## src/rtl/mcpu_ram_arb.sv

```systemverilog
`default_nettype none
// ============================================================================
// Module      : mcpu_ram_arb
// Description : Shared-RAM arbiter between a main CPU and a video/DMA reader.
//               DMA has priority, but a pending CPU cycle is granted after at
//               most DMA_MAX back-to-back DMA accesses.
// Revision    : 1.0 - initial release
// ============================================================================
module mcpu_ram_arb #(
    parameter int AW      = 12,
    parameter int DMA_MAX = 4
) (
    input  logic          clk_sys,
    input  logic          reset,

    input  logic          cpu_cs,
    input  logic          cpu_rd,
    input  logic          cpu_wr,
    input  logic [AW-1:0] cpu_ab,
    input  logic [7:0]    cpu_dout,
    output logic [7:0]    cpu_din,
    output logic          cpu_wait_n,

    input  logic          dma_req,
    input  logic [AW-1:0] dma_addr,
    output logic          dma_ack,
    output logic [7:0]    dma_data,

    output logic [AW-1:0] ram_addr,
    output logic          ram_we,
    output logic [7:0]    ram_wdata,
    input  logic [7:0]    ram_rdata
);

    localparam logic [2:0] c_IDLE     = 3'd0;
    localparam logic [2:0] c_CPU_ACC  = 3'd1;
    localparam logic [2:0] c_CPU_DONE = 3'd2;
    localparam logic [2:0] c_DMA_ACC  = 3'd3;
    localparam logic [2:0] c_DMA_DONE = 3'd4;

    // Out-of-range values are clamped so the 4-bit fairness counter can reach the limit.
    localparam int         c_DMA_MAX_CL = (DMA_MAX < 1) ? 1 : ((DMA_MAX > 15) ? 15 : DMA_MAX);
    localparam logic [3:0] c_DMA_MAX    = 4'(c_DMA_MAX_CL);

    logic [2:0] r_state;
    logic [2:0] w_state_nxt;
    logic       r_served;
    logic [3:0] r_dcnt;
    logic [7:0] r_cpu_din;
    logic [7:0] r_dma_data;
    logic       r_dma_ack;
    logic [7:0] r_wdata;

    logic       w_cpu_req;
    logic       w_cpu_pend;
    logic       w_cpu_wins;

    assign w_cpu_req  = cpu_cs & (cpu_rd | cpu_wr);
    assign w_cpu_pend = w_cpu_req & ~r_served;
    assign w_cpu_wins = w_cpu_pend & (~dma_req | (r_dcnt == c_DMA_MAX));

    assign cpu_wait_n = reset | ~w_cpu_pend;
    assign cpu_din    = r_cpu_din;
    assign dma_data   = r_dma_data;
    assign dma_ack    = r_dma_ack;

    always_comb begin
        w_state_nxt = r_state;
        ram_addr    = dma_addr;
        ram_wdata   = r_wdata;
        ram_we      = 1'b0;
        case (r_state)
            c_IDLE: begin
                if (w_cpu_wins) begin
                    w_state_nxt = c_CPU_ACC;
                end else if (dma_req) begin
                    w_state_nxt = c_DMA_ACC;
                end
            end
            c_CPU_ACC: begin
                w_state_nxt = c_CPU_DONE;
                ram_addr    = cpu_ab;
                // A reset landing on the access cycle must not let the write through.
                if (!reset) begin
                    ram_wdata = cpu_dout;
                    ram_we    = cpu_wr;
                end
            end
            c_CPU_DONE: w_state_nxt = c_IDLE;
            c_DMA_ACC:  w_state_nxt = c_DMA_DONE;
            c_DMA_DONE: w_state_nxt = c_IDLE;
            default:    w_state_nxt = c_IDLE;
        endcase
    end

    always_ff @(posedge clk_sys) begin
        if (reset) begin
            r_state    <= c_IDLE;
            r_served   <= 1'b0;
            r_dcnt     <= 4'd0;
            r_cpu_din  <= 8'h00;
            r_dma_data <= 8'h00;
            r_dma_ack  <= 1'b0;
            r_wdata    <= 8'h00;
        end else begin
            r_state   <= w_state_nxt;
            r_dma_ack <= (r_state == c_DMA_DONE);

            if (r_state == c_CPU_ACC) begin
                r_wdata <= cpu_dout;
            end

            if (r_state == c_CPU_DONE && cpu_rd) begin
                r_cpu_din <= ram_rdata;
            end

            if (r_state == c_DMA_DONE) begin
                r_dma_data <= ram_rdata;
            end

            // Served sticks for the rest of the bus cycle and drops once the request goes away.
            r_served <= w_cpu_req & (r_served | (r_state == c_CPU_DONE));

            if (r_state == c_CPU_DONE) begin
                r_dcnt <= 4'd0;
            end else if (r_state == c_DMA_DONE && w_cpu_pend && r_dcnt != c_DMA_MAX) begin
                r_dcnt <= r_dcnt + 4'd1;
            end
        end
    end

endmodule
`default_nettype wire

```

## config.mk

```make
export PLATFORM = sky130hd
export DESIGN_NAME = mcpu_ram_arb
export DESIGN_NICKNAME = d
export VERILOG_FILES = /design/src/rtl/mcpu_ram_arb.sv
export SDC_FILE = /design/constraint.sdc
export NUM_CORES = 1
export LEC_CHECK = 0
export ABC_AREA = 1
export CAP_MARGIN = 20
export CORE_ASPECT_RATIO = 1.4
export CORE_UTILIZATION = 41
export CTS_CLUSTER_DIAMETER = 30
export DETAILED_ROUTE_END_ITERATION = 10
export HOLD_SLACK_MARGIN = 0.03
export PLACE_DENSITY_LB_ADDON = 0.05
export RECOVER_POWER = 25
export SLEW_MARGIN = 20
export SYNTH_ARGS = -nofsm -noshare
export SYNTH_HDL_FRONTEND = slang
export SYNTH_SLANG_ARGS = --single-unit
```

## constraint.sdc

```tcl
create_clock -name clk_sys -period 2.6 [get_ports clk_sys]
set_input_delay 0.78 -clock clk_sys [delete_from_list [all_inputs] [get_ports clk_sys]]
set_output_delay 0.78 -clock clk_sys [all_outputs]
set_load 0.01 [all_outputs]
```

# Word-level counts from Yosys, hierarchy flattened
# Index checks and enable logic that the tools add are counted.
[totals]
word_cells = 39
mem_count = 0
input_bits = 46
mem_bits_ro = 0
register_bits = 33
ram_bits = 0
latch_bits = 0
[op_classes]
eq_ne = 7
multipliers = 0
bitwise = 11
reduce_logical = 5
n_div = 0
order_cmp = 0
n_mux = 8
n_addsub = 1
shifts = 0
[ops]
columns = ["cell", "count"]
rows = [
  ["2-to-1 mux 8 bit", 2],
  ["2-to-1 mux 12 bit", 1],
  ["one-hot mux 3 bit (3 select lines)", 1],
  ["== test 3 x 2 -> 1 bit, second input constant", 2],
  ["2-to-1 mux 3 bit", 2],
  ["adder 4 x 1 -> 4 bit, second input constant", 1],
  ["AND 1 bit", 4],
  ["== test 4 x 3 -> 1 bit, second input constant", 1],
  ["!= test 4 x 3 -> 1 bit, second input constant", 1],
  ["OR 1 bit", 4],
  ["== test 3 x 1 -> 1 bit, second input constant", 1],
  ["== test 3 bit, second input constant", 1],
  ["logical AND 1 bit", 3],
  ["zero test 3 bit", 1],
  ["!= test 3 bit, second input constant", 1],
  ["NOT 1 bit", 3],
  ["2-to-1 mux 1 bit", 2],
  ["OR reduction 2 bit", 1],
]

# Longest topological paths before layout
# Gate-level depths: netlist of the first run.
[depth]
ltp_word = 6
mapped_depth = 9
mapped_depth_nobuf = 9

# Worst setup path before layout of the first run
# No wires, ideal clock.
[synth_path]
kind = "input to output"
start = "in reset"
end = "out ram_we"
setup_slack_ps = 531
cell_stages = 2
arrival_ps = 1289
required_ps = 1820
path_cell_list = "clkbuf_1 > nor3_1"
[synth_via]
elab_chain_cells = 2
[synth_lines]
columns = ["item", "line_no", "source"]
rows = [
  ["from (decl)", "14", "input logic reset,"],
  ["2-to-1 mux 1 bit", "84", "if (!reset) begin"],
  ["2-to-1 mux 1 bit", "72", "case (r_state)"],
  ["to (decl)", "30", "output logic ram_we,"],
]
# Every way passes these cells.

# Final worst setup path of the first run
[layout_path]
start = "in cpu_rd"
end = "out cpu_wait_n"
[layout_via]
elab_chain_cells = 5
[layout_lines]
columns = ["item", "line_no", "source"]
rows = [
  ["from (decl)", "17", "input logic cpu_rd,"],
  ["OR 1 bit", "58", "assign w_cpu_req = cpu_cs & (cpu_rd | cpu_wr);"],
  ["AND 1 bit", "58", ""],
  ["AND 1 bit", "59", "assign w_cpu_pend = w_cpu_req & ~r_served;"],
  ["NOT 1 bit", "62", "assign cpu_wait_n = reset | ~w_cpu_pend;"],
  ["OR 1 bit", "62", ""],
  ["to (decl)", "22", "output logic cpu_wait_n,"],
]
# Every way passes these cells.

==> results of run 1 <==
-- per-stage QoR --
stage	total power, uW	cells	TNS [ps]	util (%)
3_3_place_gp	1070	347	-4970	71.1
2_1_floorplan	809	218	0	-
5_1_grt	1540	358	-7.11	73.8
3_5_place_dp	1080	347	-5280	71.1
4_1_cts	1470	358	0	74.2
6_report	1450	358	0	73.8
-- worst max-delay path: cells and delay by family --
| kind | cells | cell delay, ps |
|---|---|---|
| buffers and inverters | 4 | 800 |
| and+or+nand+nor | 3 | 190 |
-- cell families after synthesis --
logic type | count (synthesis)
adder cells (fa/ha/maj) | 2
XOR/XNOR | 1
AO/OA/AOI/OAI | 38
buffers and inverters | 30
AND/OR/NAND/NOR | 114
flip-flops | 33
-- report_power, final --
part | switching (uW) | internal (uW) | leakage, uW
Clock | 192 | 214 | 0.0000512
Combinational | 237 | 235 | 0.000823
Sequential | 21.9 | 550 | 0.000268
-- metal layers --
metal | track usage, % | wire, um
met1 | 21.1 | 1550
met2 | 38.0 | 1930
met3 | 7.66 | 439
met4 | 9.94 | 91
met5 | 0 | 0
-- registers in the layout (all words and copies together), names as in the netlist --
signal    count
dma_data      8
cpu_din       8
r_state       3
r_wdata       8
r_served      1
dma_ack       1
r_dcnt        4
-- cell usage in the layout (no fill, tap or decap), types with 2 or more instances in the layout --
cell | netlist | routed
clkdlybuf4s50_1 | 0 | 61
nand2_1 | 58 | 57
nor2_1 | 38 | 38
dfxtp_1 | 33 | 33
inv_1 | 22 | 21
dlygate4sd2_1 | 0 | 21
o21ai_0 | 17 | 17
nand3_1 | 11 | 10
buf_4 | 0 | 10
o21ai_1 | 8 | 8
o31ai_1 | 8 | 8
clkbuf_8 | 0 | 6
a21oi_1 | 5 | 5
clkbuf_1 | 1 | 5
nor3_1 | 2 | 2
ha_1 | 2 | 2
-- worst max path at each step --
stage           start      endpoint  slack, ps  cells after the start
5_1_grt        cpu_wr    cpu_wait_n         -7                      7
2_1_floorplan   reset        ram_we        530                      2
4_1_cts        cpu_rd    cpu_wait_n          3                      7
3_3_place_gp    reset  ram_wdata[5]       -450                      5
3_5_place_dp    reset  ram_wdata[6]       -480                      5
6_report       cpu_rd    cpu_wait_n         50                      7
-- what timing repair did --
action / CTS / global route
gates resized for setup: 29 / 3
cloned: 1 / 0
endpoints found under the setup margin: 22 / 1
buffers inserted: 2 / 0
pin swaps: 1 / 0
-- layout make-up --
type / count / area [sq um] / share of cell area, %
inverters: 23 / 88.8 / 3.50
flip-flops and latches: 33 / 661 / 26.0
well taps: 40 / 50.0 / 1.97
clock inverters: 2 / 13.8 / 0.542
multi-input cells: 156 / 743 / 29.3
repair buffers: 98 / 900 / 35.4
clock buffers: 6 / 82.6 / 3.25
==> impl_results.md, run 1 <==
- Slew margin rel.: 59.7%
- Max VDD drop: 447 uV
- Hold Fails Final Rpt: 0
- Syn-to-layout area delta: 68.8%
- Clock tree from TritonCTS: yes
- Vias: 1,695
- Global Route Usage Sum: 21.2%
- XOR/XNOR share of the synthesized area: 0.582%
- Die Span Y: 73.7 um
- Synth cell count leaders: nand2_1, nor2_1, dfxtp_1, inv_1, o21ai_0
- Fin crit period: 2550 ps
- Antenna violations before repair: 0
- Final worst clock skew: 4.00 ps
- CTS Buffer Depth: 2
- Worst hold path class: register to register
- Placed Instance Area: 2450 sq um
- Tcrit/Tclk final: 98.1%
- Die Area: 3920 sq um
- Hold slack: 476 ps
- Avg Cell Area, Syn: 6.90 sq um
- Filler Cell Count: 313
- Post-synthesis cell type count: 23
- Cell Area, Synth: 1500 sq um
- Simple-gate share of the synthesized area: 31.5%
- Synth Flop Type: dfxtp_1
- Worst slew pin tran: 604 ps
- Area leader, netlist: dfxtp_1
- Fin area: 2540 sq um
- Root Driver: clkbuf_8
- Final setup viols: 0
- Register-to-register setup slack: 1000 ps
- CP required: 1820 ps
- Max stage delay cell, worst path: clkdlybuf4s50_1
- Min-delay src: r_wdata[5]
- Max Clock Freq: 0.392 GHz
- Clk_lat worst skew: 290 ps
- Setup ws final: 48.5 ps
- Area share of the largest cell type after synthesis: 43.9%
- Register-to-Register Path Depth: 6
- Core Footprint: 3440 sq um
- Max Slew Vio Count: 0
- Num ports: 85
- Share of cells above drive strength 1: 8.49%
- CTS Hold Buffers Added: 0
- Post-synthesis mux area share: 0%
- Number of DRC markers in iteration 0: 17
- Status: complete, no violations
- Gpl congestion: 0.800
- CP max FO: 2
- Count leader, synth: nand2_1
- Post-synth EDFFs: 0
- Critical Path Max Stage Delay: 460 ps
- Die W: 53.2 um
- Synth Net Count: 266
- Critical Path Source Type: primary input
- Length of the first detailed-routing pass in iterations: 4
- H-tree Lvls: 2
- Nets@finish: 365
- Seq/Total Area, Yosys: 43.9%
- Total Wirelength: 4010 um
- Grt total ovfl: 0
- Leak: 0.00114 uW
- First-pass GRT wire length: 6070 um
- Vias in the first global route: 1,477
- Detail Route Antenna Nets: 0
- # diodes: 0
- Port bufs: 84
- Pre-CTS setup slack: -478 ps
- Synth Instances: 218
- Max-cap violations: 0
- Worst hold path cell count: 2
- CTS Sinks: 33
- Async SR Flop Fraction: 0%
- Pwr per Cell Area: 571 nW/um^2
- Reg-to-reg startpoint: r_state[2]
- Compound-cell area share of the yosys netlist: 14.0%
- Initial Util: 43.7%
- DP Wirelength: 2920 um
- Rows: 25
- Worst Hold End: r_wdata[5]
- CTS clk-pin slew, worst paths: 70 ps
- Critical Path AT: 1770 ps
- Vias per cell: 4.73
- Pin count of the biggest net entering global routing: 21
- Synthesis warning total: 0
- Drt drc: 0
- WL/cell: 11.2 um
- Yosys reg bits: 33
- Worst Setup End Kind: output pin
- Number of buffers created by CTS: 5
- Cell breakdown of the critical path: clkdlybuf4s50_1 -> inv_1 -> nand2_2 -> nand3_2 -> inv_2 -> nand2_1 -> clkdlybuf4s15_2
- Largest family of logic cells by synthesized area: simple AND/OR/NAND/NOR gates
- Ranking of synthesized cells by area: dfxtp_1, nand2_1, nor2_1
- RR Endpoint: r_dcnt[2]
- Synth Area in Adders: 1.66%
- WS Path Type: primary input to output pin
No activity file was read; power rests on OpenSTA's default activity.
==> run 2: changes to the inputs <==
--- a/config.mk
+++ b/config.mk
@@ -11,6 +11,7 @@
 export CORE_UTILIZATION = 41
 export CTS_CLUSTER_DIAMETER = 30
 export DETAILED_ROUTE_END_ITERATION = 10
+export GPL_TIMING_DRIVEN = 1
 export HOLD_SLACK_MARGIN = 0.03
 export PLACE_DENSITY_LB_ADDON = 0.05
 export RECOVER_POWER = 25
==> results of run 2 <==
Same layout as run 1: the final DEF is identical, and so are final timing and power.
==> run 3: changes to the inputs <==
--- a/config.mk
+++ b/config.mk
@@ -6,6 +6,7 @@
 export NUM_CORES = 1
 export LEC_CHECK = 0
 export ABC_AREA = 1
+export ABC_CLOCK_PERIOD_IN_PS = 2600
 export CAP_MARGIN = 20
 export CORE_ASPECT_RATIO = 1.4
 export CORE_UTILIZATION = 41
==> results of run 3 <==
Same layout as run 1: the final DEF is identical, and so are final timing and power.
